===== src/rtl/fixed_to_float.sv =====
// Multi-cycle conversion of a signed 32-bit fixed-point value into IEEE-754 single precision.
// The leading one is found by shifting the magnitude left one bit per cycle.
module fixed_to_float (
    input  logic        clk,
    input  logic        rst,
    input  logic        in_valid,
    output logic        in_ready,
    input  logic [31:0] fixed,
    input  logic [4:0]  fixpointpos,
    output logic        out_valid,
    input  logic        out_ready,
    output logic [31:0] result
);

    typedef enum logic [2:0] {IDLE, ABS, NORM, PACK, DONE} state_t;

    state_t      state_q,  state_d;
    logic [31:0] fixed_q,  fixed_d;
    logic [4:0]  fp_q,     fp_d;
    logic        sign_q,   sign_d;
    logic [31:0] mag_q,    mag_d;
    logic [4:0]  count_q,  count_d;
    logic        zero_q,   zero_d;
    logic [31:0] result_q, result_d;
    logic [7:0]  exponent;

    // Leading-one position is 31 - count, so exponent = 158 - count - fixpointpos.
    assign exponent = 8'd158 - {3'b000, count_q} - {3'b000, fp_q};

    always_comb begin
        // NOTE: every variable gets its hold value first so no path infers a latch.
        state_d  = state_q;
        fixed_d  = fixed_q;
        fp_d     = fp_q;
        sign_d   = sign_q;
        mag_d    = mag_q;
        count_d  = count_q;
        zero_d   = zero_q;
        result_d = result_q;
        unique case (state_q)
            IDLE: begin
                if (in_valid) begin
                    fixed_d = fixed;
                    fp_d    = fixpointpos;
                    state_d = ABS;
                end
            end
            ABS: begin
                sign_d  = fixed_q[31];
                mag_d   = fixed_q[31] ? (~fixed_q + 32'd1) : fixed_q;
                zero_d  = (fixed_q == 32'd0);
                count_d = 5'd0;
                state_d = (fixed_q == 32'd0) ? PACK : NORM;
            end
            NORM: begin
                if (mag_q[31]) begin
                    state_d = PACK;
                end else begin
                    mag_d   = {mag_q[30:0], 1'b0};
                    count_d = count_q + 5'd1;
                end
            end
            PACK: begin
                result_d = zero_q ? 32'd0 : {sign_q, exponent, mag_q[30:8]};
                state_d  = DONE;
            end
            DONE: begin
                if (out_ready) begin
                    state_d = IDLE;
                end
            end
            default: state_d = IDLE;
        endcase
    end

    // NOTE: sequential state uses non-blocking assignments only.
    always_ff @(posedge clk or negedge rst) begin
        if (!rst) begin
            state_q  <= IDLE;
            fixed_q  <= 32'd0;
            fp_q     <= 5'd0;
            sign_q   <= 1'b0;
            mag_q    <= 32'd0;
            count_q  <= 5'd0;
            zero_q   <= 1'b0;
            result_q <= 32'd0;
        end else begin
            state_q  <= state_d;
            fixed_q  <= fixed_d;
            fp_q     <= fp_d;
            sign_q   <= sign_d;
            mag_q    <= mag_d;
            count_q  <= count_d;
            zero_q   <= zero_d;
            result_q <= result_d;
        end
    end

    assign in_ready  = (state_q == IDLE);
    assign out_valid = (state_q == DONE);
    assign result    = result_q;

endmodule


===== config.mk =====
export PLATFORM = sky130hd
export DESIGN_NAME = fixed_to_float
export DESIGN_NICKNAME = d
export VERILOG_FILES = /design/src/rtl/fixed_to_float.sv
export SDC_FILE = /design/constraint.sdc
export NUM_CORES = 1
export LEC_CHECK = 0
export BUFFER_PORTS_ARGS = -buffer_cell sky130_fd_sc_hd__buf_2
export CORE_MARGIN = 2
export CORE_UTILIZATION = 30
export CTS_BUF_LIST = sky130_fd_sc_hd__clkbuf_4 sky130_fd_sc_hd__clkbuf_8
export DETAILED_ROUTE_END_ITERATION = 12
export PLACE_DENSITY_LB_ADDON = 0.2
export SLEW_MARGIN = 20
export SYNTH_ARGS = -nofsm -noshare
export SYNTH_HDL_FRONTEND = slang
export SYNTH_SLANG_ARGS = --single-unit

===== constraint.sdc =====
create_clock -name clk -period 2.4 [get_ports clk]
set_input_delay 0.72 -clock clk [delete_from_list [all_inputs] [get_ports clk]]
set_output_delay 0.72 -clock clk [all_outputs]
set_load 0.02 [all_outputs]

* After elaboration in Yosys (flattened, before gate mapping) *
Cells that the tools add are included.

operators by class
  add/subtract/negate cells = 4
  eq/ne operators = 8
  muxes and demuxes = 11
  bitwise operators = 1
  reduce and logical (&&, ||, !) cells = 6

operators with widths
  cell                                                   count
  2-to-1 mux 32 bit                                      3
  case mux 32 bit (2 select lines)                       1
  adder 32 x 1 -> 32 bit, second input constant          1
  logical NOT 32 bit                                     1
  NOT 32 bit                                             1
  case mux 3 bit (5 select lines)                        1
  case mux 5 bit (2 select lines)                        1
  2-to-1 mux 3 bit                                       3
  subtractor 8 x 5 -> 8 bit                              1
  subtractor 8 x 5 -> 8 bit, first input constant        1
  == test 3 x 2 -> 1 bit, second input constant          2
  inequality test 2 bit, second input constant           3
  adder 5 x 1 -> 5 bit, second input constant            1
  2-to-1 mux 5 bit                                       1
  AND reduction 2 bit                                    2
  == test 3 x 1 -> 1 bit, second input constant          1
  == test 3 bit, second input constant                   1
  logical NOT 3 bit                                      1
  AND reduction 3 bit                                    1
  inequality test 2 x 1 -> 1 bit, second input constant  1
  nonzero test 2 bit                                     1
  2-to-1 mux 1 bit                                       1

storage, ports and cells
  register bits after elaboration = 111
  input bits = 41
  output and inout bits = 34
  word-level logic and storage cells = 39

* Logic depth before layout (Yosys ltp) *
  depth in word-level cells = 4
  mapped depth = 9
  gate-level depth less buffers = 9

* Worst setup path before layout *
OpenSTA, ideal clock, no wires.

  path type = reg-to-reg
  start = register state_q[1]
  end = register fixed_q[10]
  setup time = 125 ps
  arrival time = 2,014 ps
  required time = 2,275 ps
  setup slack = 262 ps
  cell stages (with the launch flop) = 7
  path buffers = 3
  clock period less this slack = 2,138 ps
  path through = dfrtp_1 -> clkbuf_1 -> nor3_1 -> and2_1 -> buf_2 -> buf_2 -> mux2_2

on the way
  longest elaborated chain between the ends = 2

ends and longest elaborated chain
  element                        RTL line  RTL
  start: declaration             17        state_t state_q, state_d;
  start signal: assignment       88        state_q <= state_d;
  logical NOT 3 bit              --
  net in_ready                   7         output logic in_ready,
  AND reduction 2 bit (no line)  --
  end signal: assignment         89        fixed_q <= fixed_d;
  end: declaration               18        logic [31:0] fixed_q, fixed_d;

The timed path passes the listed nets, and every way through them passes these cells.
A chain may end at the register's enable or synchronous reset.

* Worst setup path in the final report *
  start = register state_q[0]
  end = output in_ready

on the way
  longest elaborated chain between the ends = 1

ends and longest elaborated chain
  element            RTL line  RTL
  logical NOT 3 bit  99        assign in_ready = (state_q == IDLE);
  end: declaration   7

No other way between the ends.

==> out/results.ini <==
[clock_network]
cts_made_buffers=9
cts.hold.buffers_added=0
clockBufferDepth=2
clk_latency_ns=0.40
cts-root-buf=clkbuf_8
cts_tree=yes
cts_resized=0
cts_setup_buffers=0
clkTransAtPathRegs_ns=0.10
cts.sinks=111
htree_levels=3

[detailed_routing]
vias=4165
wl_per_cell_um=15.8
ant_nets=0
drt-pass1-iter-count=4
drtIter0Drc=153
drcViolationCount=0
wl_um=13300
routed_via_density=4.96

[pwr]
ir_drop_mv=0.575
power_density_nw_per_um2=1410
power.total_mw=9.00
p_leak_nw=2.92

[global_routing]
grt_max_degree=65
track_usage=0.144
grt_antenna_before_repair=0
first_global_vias=4254
grt-ovfl-total=0
grt_pass1_wl_um=22400

[placed_design]
dp_cells=824
io_buffers=74
gp_congestion=0.785
hpwl_um=9710

[synthesis]
synth_ff_type=dfrtp_1
synth_enable_flop_cells=0
synth_fp_nets=586
synth_area_per_cell_sq_um=10.3
netlist.area_leader.share=0.507
netlist_instances=532
synth_cell_types=56
yosys_warnings=0
synth_area_leaders=dfrtp_1 51%, nand2_1 6.4%, mux2_2 6.2%, o21ai_0 5.3%, xor2_1 3.5%
yosys_register_bits=111
yosys.area.top_type=dfrtp_1
syn_area_sq_um=5480
ys_async_sr_fraction=1.00
ys_seq_area_frac=0.507

[worst_setup_path]
critical_path_class=flop to output port
reg2reg_to=mag_q[12]
rr_worst_depth=6
worst_ep_required_time_ns=1.68
cp-end-kind=output port
worstPathArrival_ns=1.50
r2r_setup_slack_ns=0.27
slowest_delay_ns=0.46
worstPathMaxFanout=8
crit_slowest_cell=dfrtp_1
crit_chain=buf_4, nor3_1, buf_2
cp-start-kind=flop
r2r_start=state_q[1]

[floorplan]
die_area_sq_um=19400
rows=49
core_sq_um=18000
pin_count=75
fp.dieH_um=139
die_w_um=139
initial_utilization=0.305

[hold_path]
min_path_type=primary input to asynchronous set/reset pin

[timing]
fin_crit_sh=0.926
hold_viol=0
report.final.setup_viol=0
setup_tns_ns=0
clock.fmax_mhz=450
skew_ns=0.0136
drv_slew=0
slew_headroom=0.388
worstMarginPinSlew_ns=0.915
rsz0062_at_grt=no
fin_crit_ns=2.22

[layout]
regArea_sq_um=2780
fill_cells=1831
fin_nets=660
syn2layout_area_growth_pct=16.5
finish.utilization=0.355
drive_above_1_share=0.267
num_antenna_cells=0
multi_input_area_sq_um=2520
instances_no_fill=840

[run]
maxCapViolCount=0

[run_status]
outcome=completed

## worst max path at each step
stage,from,endpoint,slack [ns],cells past startpoint
3_3_place_gp,fixed_q[0],mag_q[22],0.37,7
2_1_floorplan,state_q[1],fixed_q[10],0.26,6
3_5_place_dp,fixed_q[0],mag_q[28],0.32,7
4_1_cts,state_q[0],in_ready,0.14,3
6_report,state_q[0],in_ready,0.18,3
5_1_grt,state_q[0],in_ready,0.02,3
## metrics by stage
stage               hold WS [ns]  worst slack (ns)  instance area, sq um
finish                     0.249             0.178                  6380
global placement           0.459             0.366                  6200
floorplan                  0.424             0.262                  5480
detailed placement         0.466             0.318                  6200
global route               0.236            0.0236                  6380
CTS                        0.237             0.138                  6380
## cell families (layout without fill, tap and decap cells)
kind of cell	Yosys count	after routing	share of synthesized area
and+or+nand+nor	169	169	0.160
AOI/OAI and AO/OA	129	129	0.151
DFF	111	111	0.507
buffers and inverters	47	126	0.0340
muxes	35	35	0.0707
xor gates and xnor gates	28	28	0.0447
adders and majority gates	13	13	0.0324
## flip-flops by register name, indices dropped and copies added (netlist names)
register,cells
fp_q,5
fixed_q,32
mag_q,32
count_q,5
sign_q,1
state_q,3
result,32
zero_q,1
## power breakdown
group,switching [mW],internal (mW)
logic,2.38,1.86
registers,0.908,2.75
clock network,0.653,0.457
total,3.94,5.06
## critical path: cells and delay by family (launching register included)
family | cells | cell delay [ns]
DFF | 1 | 0.46
buffers and inverters | 2 | 0.40
and+or+nand+nor | 1 | 0.25
## cell usage in the layout (no fill, tap or decap), types with 3 or more instances in the layout
cell      count
xor2_1       22
and3_1        5
nor3_1        6
or3_1         3
inv_1        16
mux2_2       30
ha_1         11
o41ai_2       3
nand2_1      93
dfrtp_1     111
buf_12        3
xnor2_1       6
nor2b_1       6
clkbuf_4      4
buf_4        17
nor2_1       17
a22oi_1      16
nand2b_1      4
o21ai_1      11
nand3_1       5
o21ai_0      58
o22ai_1       3
a22o_1        4
a222oi_1      3
a21oi_1      13
clkbuf_8     10
nand4_1       6
mux2i_1       5
o31ai_1       8
buf_2        73
## Yosys cell counts, types with 2 or more instances
library cell / number
dfrtp_1: 111
nand2_1: 93
o21ai_0: 58
mux2_2: 30
clkbuf_1: 22
xor2_1: 22
nor2_1: 17
a22oi_1: 16
inv_1: 16
a21oi_1: 13
ha_1: 11
o21ai_1: 11
buf_2: 8
o31ai_1: 8
nand4_1: 6
nor2b_1: 6
nor3_1: 6
xnor2_1: 6
and3_1: 5
mux2i_1: 5
nand3_1: 5
a22o_1: 4
nand2b_1: 4
a222oi_1: 3
o22ai_1: 3
o41ai_2: 3
or3_1: 3
fa_1: 2
nor3_2: 2
nor3b_2: 2
nor4_1: 2
nor4_2: 2
nor4_4: 2
o41ai_1: 2
or2_2: 2
## routing by layer
metal  GRT usage  vias to the layer above  wire, um
met4      0.0282                        0        99
met5           0                        -         0
met1       0.197                     2039      6440
li1            -                     2024         -
met2       0.230                       94      6260
met3      0.0397                        8       506
## area by class of cell
cell class              count  share of cell area
inverters                  17             0.00999
clock buffers              14              0.0263
repair buffers             93              0.0866
flip-flops and latches    111               0.435
well taps                 229              0.0449
clock inverters             2             0.00255
multi-input cells         374               0.395
Power figures use the tool's default switching activity.
